`src/rtl/dmem_access_ctrl.sv`:
```
`default_nettype none
// ============================================================================
// Module   : dmem_access_ctrl
// Brief    : Data-memory sequencer: CPU/AUX arbitration, sub-word RMW stores,
//            load lane select and sign/zero extension.
// Revision : 1.0 - initial release
// ============================================================================
module dmem_access_ctrl #(
  parameter int ADDR_WIDTH   = 5,
  parameter int DATA_WIDTH   = 32,
  parameter int AUX_MAX_WAIT = 8
) (
  input  logic                  clk,
  input  logic                  reset,
  input  logic                  cpu_req,
  input  logic                  cpu_we,
  input  logic [31:0]           cpu_addr,
  input  logic [DATA_WIDTH-1:0] cpu_wdata,
  input  logic [1:0]            cpu_size,
  input  logic                  cpu_unsigned,
  output logic [DATA_WIDTH-1:0] cpu_rdata,
  output logic                  cpu_stall,
  output logic                  cpu_misalign,
  input  logic                  aux_valid,
  output logic                  aux_ready,
  input  logic                  aux_we,
  input  logic [31:0]           aux_addr,
  input  logic [DATA_WIDTH-1:0] aux_wdata,
  output logic                  aux_rvalid,
  output logic [DATA_WIDTH-1:0] aux_rdata,
  output logic [ADDR_WIDTH-1:0] mem_addr,
  output logic [DATA_WIDTH-1:0] mem_wd,
  output logic                  mem_we,
  input  logic [DATA_WIDTH-1:0] mem_rd
);

  typedef enum logic [1:0] {
    IDLE    = 2'd0,
    CPU_RD  = 2'd1,
    CPU_RMW = 2'd2,
    AUX_RD  = 2'd3
  } state_t;

  localparam logic [7:0] c_max_wait = 8'(AUX_MAX_WAIT);
  localparam logic [7:0] c_wait_sat = 8'hFF;

  state_t                  r_state;
  state_t                  w_state_next;
  logic [7:0]              r_wait_cnt;
  logic                    r_aux_rvalid;
  logic [DATA_WIDTH-1:0]   r_aux_rdata;

  logic [ADDR_WIDTH-1:0]   w_cpu_word;
  logic [ADDR_WIDTH-1:0]   w_aux_word;
  logic                    w_misalign;
  logic                    w_aux_win;
  logic [7:0]              w_byte;
  logic [15:0]             w_half;
  logic [DATA_WIDTH-1:0]   w_load_ext;
  logic [DATA_WIDTH-1:0]   w_merge;
  logic                    w_unused_bits;

  assign w_cpu_word = cpu_addr[ADDR_WIDTH+1:2];
  assign w_aux_word = aux_addr[ADDR_WIDTH+1:2];
  assign w_unused_bits = ^{cpu_addr[31:ADDR_WIDTH+2], aux_addr[31:ADDR_WIDTH+2], aux_addr[1:0]};

  assign w_misalign = (cpu_size == 2'b11)
                   || ((cpu_size == 2'b01) && cpu_addr[0])
                   || ((cpu_size == 2'b10) && (cpu_addr[1:0] != 2'b00));

  // AUX only preempts a pending CPU request once it has waited long enough
  assign w_aux_win = aux_valid && (!cpu_req || (r_wait_cnt >= c_max_wait));

  assign aux_rvalid = r_aux_rvalid;
  assign aux_rdata  = r_aux_rdata;

  always_comb begin
    w_byte     = 8'h00;
    w_load_ext = mem_rd;
    w_merge    = mem_rd;
    case (cpu_addr[1:0])
      2'd0:    w_byte = mem_rd[7:0];
      2'd1:    w_byte = mem_rd[15:8];
      2'd2:    w_byte = mem_rd[23:16];
      default: w_byte = mem_rd[31:24];
    endcase
    w_half = cpu_addr[1] ? mem_rd[31:16] : mem_rd[15:0];
    case (cpu_size)
      2'b00:   w_load_ext = {{24{w_byte[7] & ~cpu_unsigned}}, w_byte};
      2'b01:   w_load_ext = {{16{w_half[15] & ~cpu_unsigned}}, w_half};
      default: w_load_ext = mem_rd;
    endcase
    if (cpu_size == 2'b00) begin
      case (cpu_addr[1:0])
        2'd0:    w_merge[7:0]   = cpu_wdata[7:0];
        2'd1:    w_merge[15:8]  = cpu_wdata[7:0];
        2'd2:    w_merge[23:16] = cpu_wdata[7:0];
        default: w_merge[31:24] = cpu_wdata[7:0];
      endcase
    end else if (cpu_addr[1]) begin
      w_merge[31:16] = cpu_wdata[15:0];
    end else begin
      w_merge[15:0] = cpu_wdata[15:0];
    end
  end

  always_comb begin
    w_state_next = r_state;
    mem_addr     = '0;
    mem_wd       = '0;
    mem_we       = 1'b0;
    cpu_stall    = 1'b0;
    cpu_misalign = 1'b0;
    cpu_rdata    = '0;
    aux_ready    = 1'b0;
    if (!reset) begin
      case (r_state)
        IDLE: begin
          if (w_aux_win) begin
            aux_ready = 1'b1;
            mem_addr  = w_aux_word;
            cpu_stall = cpu_req;
            if (aux_we) begin
              mem_we = 1'b1;
              mem_wd = aux_wdata;
            end else begin
              w_state_next = AUX_RD;
            end
          end else if (cpu_req) begin
            if (w_misalign) begin
              cpu_misalign = 1'b1;
            end else begin
              mem_addr = w_cpu_word;
              if (!cpu_we) begin
                cpu_stall    = 1'b1;
                w_state_next = CPU_RD;
              end else if (cpu_size == 2'b10) begin
                mem_we = 1'b1;
                mem_wd = cpu_wdata;
              end else begin
                cpu_stall    = 1'b1;
                w_state_next = CPU_RMW;
              end
            end
          end
        end
        CPU_RD: begin
          mem_addr     = w_cpu_word;
          cpu_rdata    = w_load_ext;
          w_state_next = IDLE;
        end
        CPU_RMW: begin
          mem_addr     = w_cpu_word;
          mem_we       = 1'b1;
          mem_wd       = w_merge;
          w_state_next = IDLE;
        end
        AUX_RD: begin
          cpu_stall    = cpu_req;
          w_state_next = IDLE;
        end
        default: w_state_next = IDLE;
      endcase
    end
  end

  always_ff @(posedge clk) begin
    if (reset) begin
      r_state      <= IDLE;
      r_wait_cnt   <= 8'h00;
      r_aux_rvalid <= 1'b0;
      r_aux_rdata  <= '0;
    end else begin
      r_state      <= w_state_next;
      r_aux_rvalid <= (r_state == AUX_RD);
      if (r_state == AUX_RD) begin
        r_aux_rdata <= mem_rd;
      end
      if (aux_ready) begin
        r_wait_cnt <= 8'h00;
      end else if (aux_valid && (r_wait_cnt != c_wait_sat)) begin
        r_wait_cnt <= r_wait_cnt + 8'd1;
      end
    end
  end

endmodule
`default_nettype wire
```
`config.mk`:
```
export PLATFORM = sky130hd
export DESIGN_NAME = dmem_access_ctrl
export DESIGN_NICKNAME = d
export VERILOG_FILES = /design/src/rtl/dmem_access_ctrl.sv
export SDC_FILE = /design/constraint.sdc
export NUM_CORES = 1
export LEC_CHECK = 0
export BUFFER_PORTS_ARGS = -buffer_cell sky130_fd_sc_hd__buf_2
export CAP_MARGIN = 20
export CELL_PAD_IN_SITES_DETAIL_PLACEMENT = 0
export CELL_PAD_IN_SITES_GLOBAL_PLACEMENT = 1
export CORE_MARGIN = 10
export CORE_UTILIZATION = 31
export CTS_BUF_LIST = sky130_fd_sc_hd__clkbuf_8
export CTS_CLUSTER_DIAMETER = 200
export DETAILED_ROUTE_END_ITERATION = 16
export PLACE_DENSITY_LB_ADDON = 0.1
export RECOVER_POWER = 25
export SYNTH_ARGS = -nofsm -noshare
export SYNTH_HDL_FRONTEND = slang
export SYNTH_SLANG_ARGS = --single-unit
```
`constraint.sdc`:
```
create_clock -name clk -period 9.51 [get_ports clk]
set_clock_uncertainty 0.1 [all_clocks]
set_input_delay 2.853 -clock clk [delete_from_list [all_inputs] [get_ports clk]]
set_output_delay 2.853 -clock clk [all_outputs]
set_load 0.005 [all_outputs]
```
==> results.yml <==
run_status:
  outcome: "finished, final reports clean"
global_route:
  grt_pass1_vias: 4857
  antenna_found_initial: 2
  grt.busiest_layer: "met2"
  grt_util_all_layers: 0.201
  grt_pass1_wl_microns: 28600
  use_met1: 0.239
  grt-ovfl-total: 0
  grt_use_met2: 0.342
  met3_usage: 0.0613
  grt_max_degree: 75
synthesis:
  syn_area_sq_um: 3950
  seq_area_frac_synth: 0.218
  syn-num-nets: 692
  yosysUniqueCellTypes: 52
  postSynthCellCount: 517
  ys_warn_count: 0
  ys_ff_latch: 43
  synthFlopType: "dfxtp_1"
  async_flop_share: 0
  avgSynthCellArea_sq_um: 7.63
  synth_edf_count: 0
placed_design:
  port_buffers: 222
  pre_cts_ws_ns: 1.19
  dp.cells: 868
  place_hpwl_microns: 14600
  gp_congestion: 0.872
clock_tree:
  hold_buffers: 0
  cts-buffers-inserted: 5
  root_buffer: "clkbuf_8"
  clk_pin_slew_ns: 0.09
  clockBufferDepth: 2
  insertion_delay_ns: 0.31
  ctsResizeCount: 0
  postCtsSetupBuffers: 0
  htreeDepth: 2
  cts.sinks: 43
  cts_tree: "built"
detailed_routing:
  vias: 4714
  wl_microns: 18700
  drc_errors: 0
  antenna_left: 0
  drtPass1Iterations: 7
  vias_per_cell: 5.36
  wl_per_cell_microns: 21.2
  first_iter_violations: 412
critical_path:
  cp-start-kind: "input pin"
  end_kind: "output pin"
  crit_fanout: 33
  worstPathRequired_ns: 6.56
  worst_ep_arrival_time_ns: 5.11
  worstSetupPathType: "input pin to output pin"
final_layout:
  final_common_cell: "buf_2"
  area_delta_synth_final_pct: 33.4
  fillers: 1378
  layout_common_cells: "215 x buf_2, 104 x nor2_1, 49 x mux2i_1"
  drive_gt1_frac: 0.354
  finalNonFillerCells: 880
  fin_nets: 880
timing:
  rsz0062_at_grt: "no"
  tns_ns: 0
  tightest_slew_ns: 1.03
  fin_ws_ns: 1.45
  fmax_mhz: 124
  min_period_over_period: 0.848
  final.min_clock_period_ns: 8.06
  setup_violations: 0
  whs_ns: 0.396
  slew_headroom: 0.314
  hold_viol: 0
  report.final.slew_viol_count: 0
die:
  ioPinCount: 275
  start_util: 0.314
  fp-row-count: 41
  core_area_sq_um: 12600
  fp.dieH_microns: 133
  die_area_sq_um: 17600
  die_w_microns: 133
job:
  cap_violations: 0
power_and_ir_drop:
  ir_drop_v: 0.0000643
  p_per_area_nw_per_um2: 109
  power_mw: 0.573
  p_leak_nw: 2.51
worst_hold_path:
  hold_class: "flop to flop"
metal layers:
metal  part of all wire  wire (microns)  vias to the layer above
li1                   -               -                     2269
met1               0.41            7700                     2215
met2               0.49            9080                      205
met3              0.083            1550                       25
met4              0.019             358                        0
met5                  0               0                        -
cells by family (layout without fill, tap and decap cells):
group,after synthesis,in the layout,share of synthesized area
simple gates,178,178,0.208
compound gates,140,140,0.272
buf+inv,76,265,0.0881
mux,67,67,0.179
flops,43,43,0.218
xor+xnor,7,7,0.0155
fa+ha+maj,6,6,0.0190
other cells,0,2,0
registers in the layout, summed over array words and instances, names as in the netlist:
signal,flops
r_wait_cnt,8
aux_rdata,32
r_state,2
aux_rvalid,1
power breakdown:
group | leakage [nW] | internal (mW) | switching, mW
clock network | 0.0618 | 0.0865 | 0.0708
registers | 0.347 | 0.186 | 0.00393
logic | 2.10 | 0.0972 | 0.129
path summary, 6_finish.rpt:
path                                   start           end  slack [ns]  cells after the start
worst max-delay path             cpu_size[0]     mem_wd[7]        1.45                      8
worst min-delay path            aux_rdata[7]  aux_rdata[7]        0.40                      2
worst max register to register    r_state[0]    r_state[0]        7.63                      7
worst min register to register  aux_rdata[7]  aux_rdata[7]        0.40                      2
cells in the mapped netlist (all sizes together), types with 2 or more instances:
cell       n  share of area
a2111oi    7          0.016
a211oi    15          0.029
a21o       5         0.0095
a21oi     47          0.061
a222oi    32          0.081
a22o       5          0.011
a31oi      2         0.0032
buf       21          0.036
clkbuf    28          0.027
dfxtp     43           0.22
ha         6          0.019
inv       27          0.026
mux2      17          0.049
mux2i     49           0.12
nand2     16          0.016
nand2b     3         0.0048
nand3      4         0.0051
nand4      2         0.0032
nor2     105           0.10
nor2b     28          0.044
nor3      12          0.016
nor4       3         0.0086
o211a      8          0.020
o21a       7          0.013
o31ai      2         0.0063
xnor2      7          0.016
area by class of cell:
class	instances	area [sq um]	share of cell area
multi-input combinational	398	2740	0.520
timing repair buffer	230	1220	0.232
sequential	43	861	0.163
tap	172	215	0.0409
inverter	27	101	0.0192
clock buffer	6	82.6	0.0157
clock inverter	2	38.8	0.00737
antenna	2	5.00	0.000950
per-stage QoR:
step	cell area, sq um	util
after global routing	5270	0.419
after CTS	5220	0.416
after detailed placement	5100	0.406
after global placement	5060	0.402
after floorplan	3950	-
final	5270	0.419
worst max-delay path, stage by stage:
cell	delay (ns)
buf_2	0.21
nor2_2	0.04
buf_4	0.25
a21oi_1	0.73
mux2_2	0.42
a222oi_1	0.28
nor2_1	0.13
buf_2	0.19
Note: power is estimated with default switching activity, not from simulation.
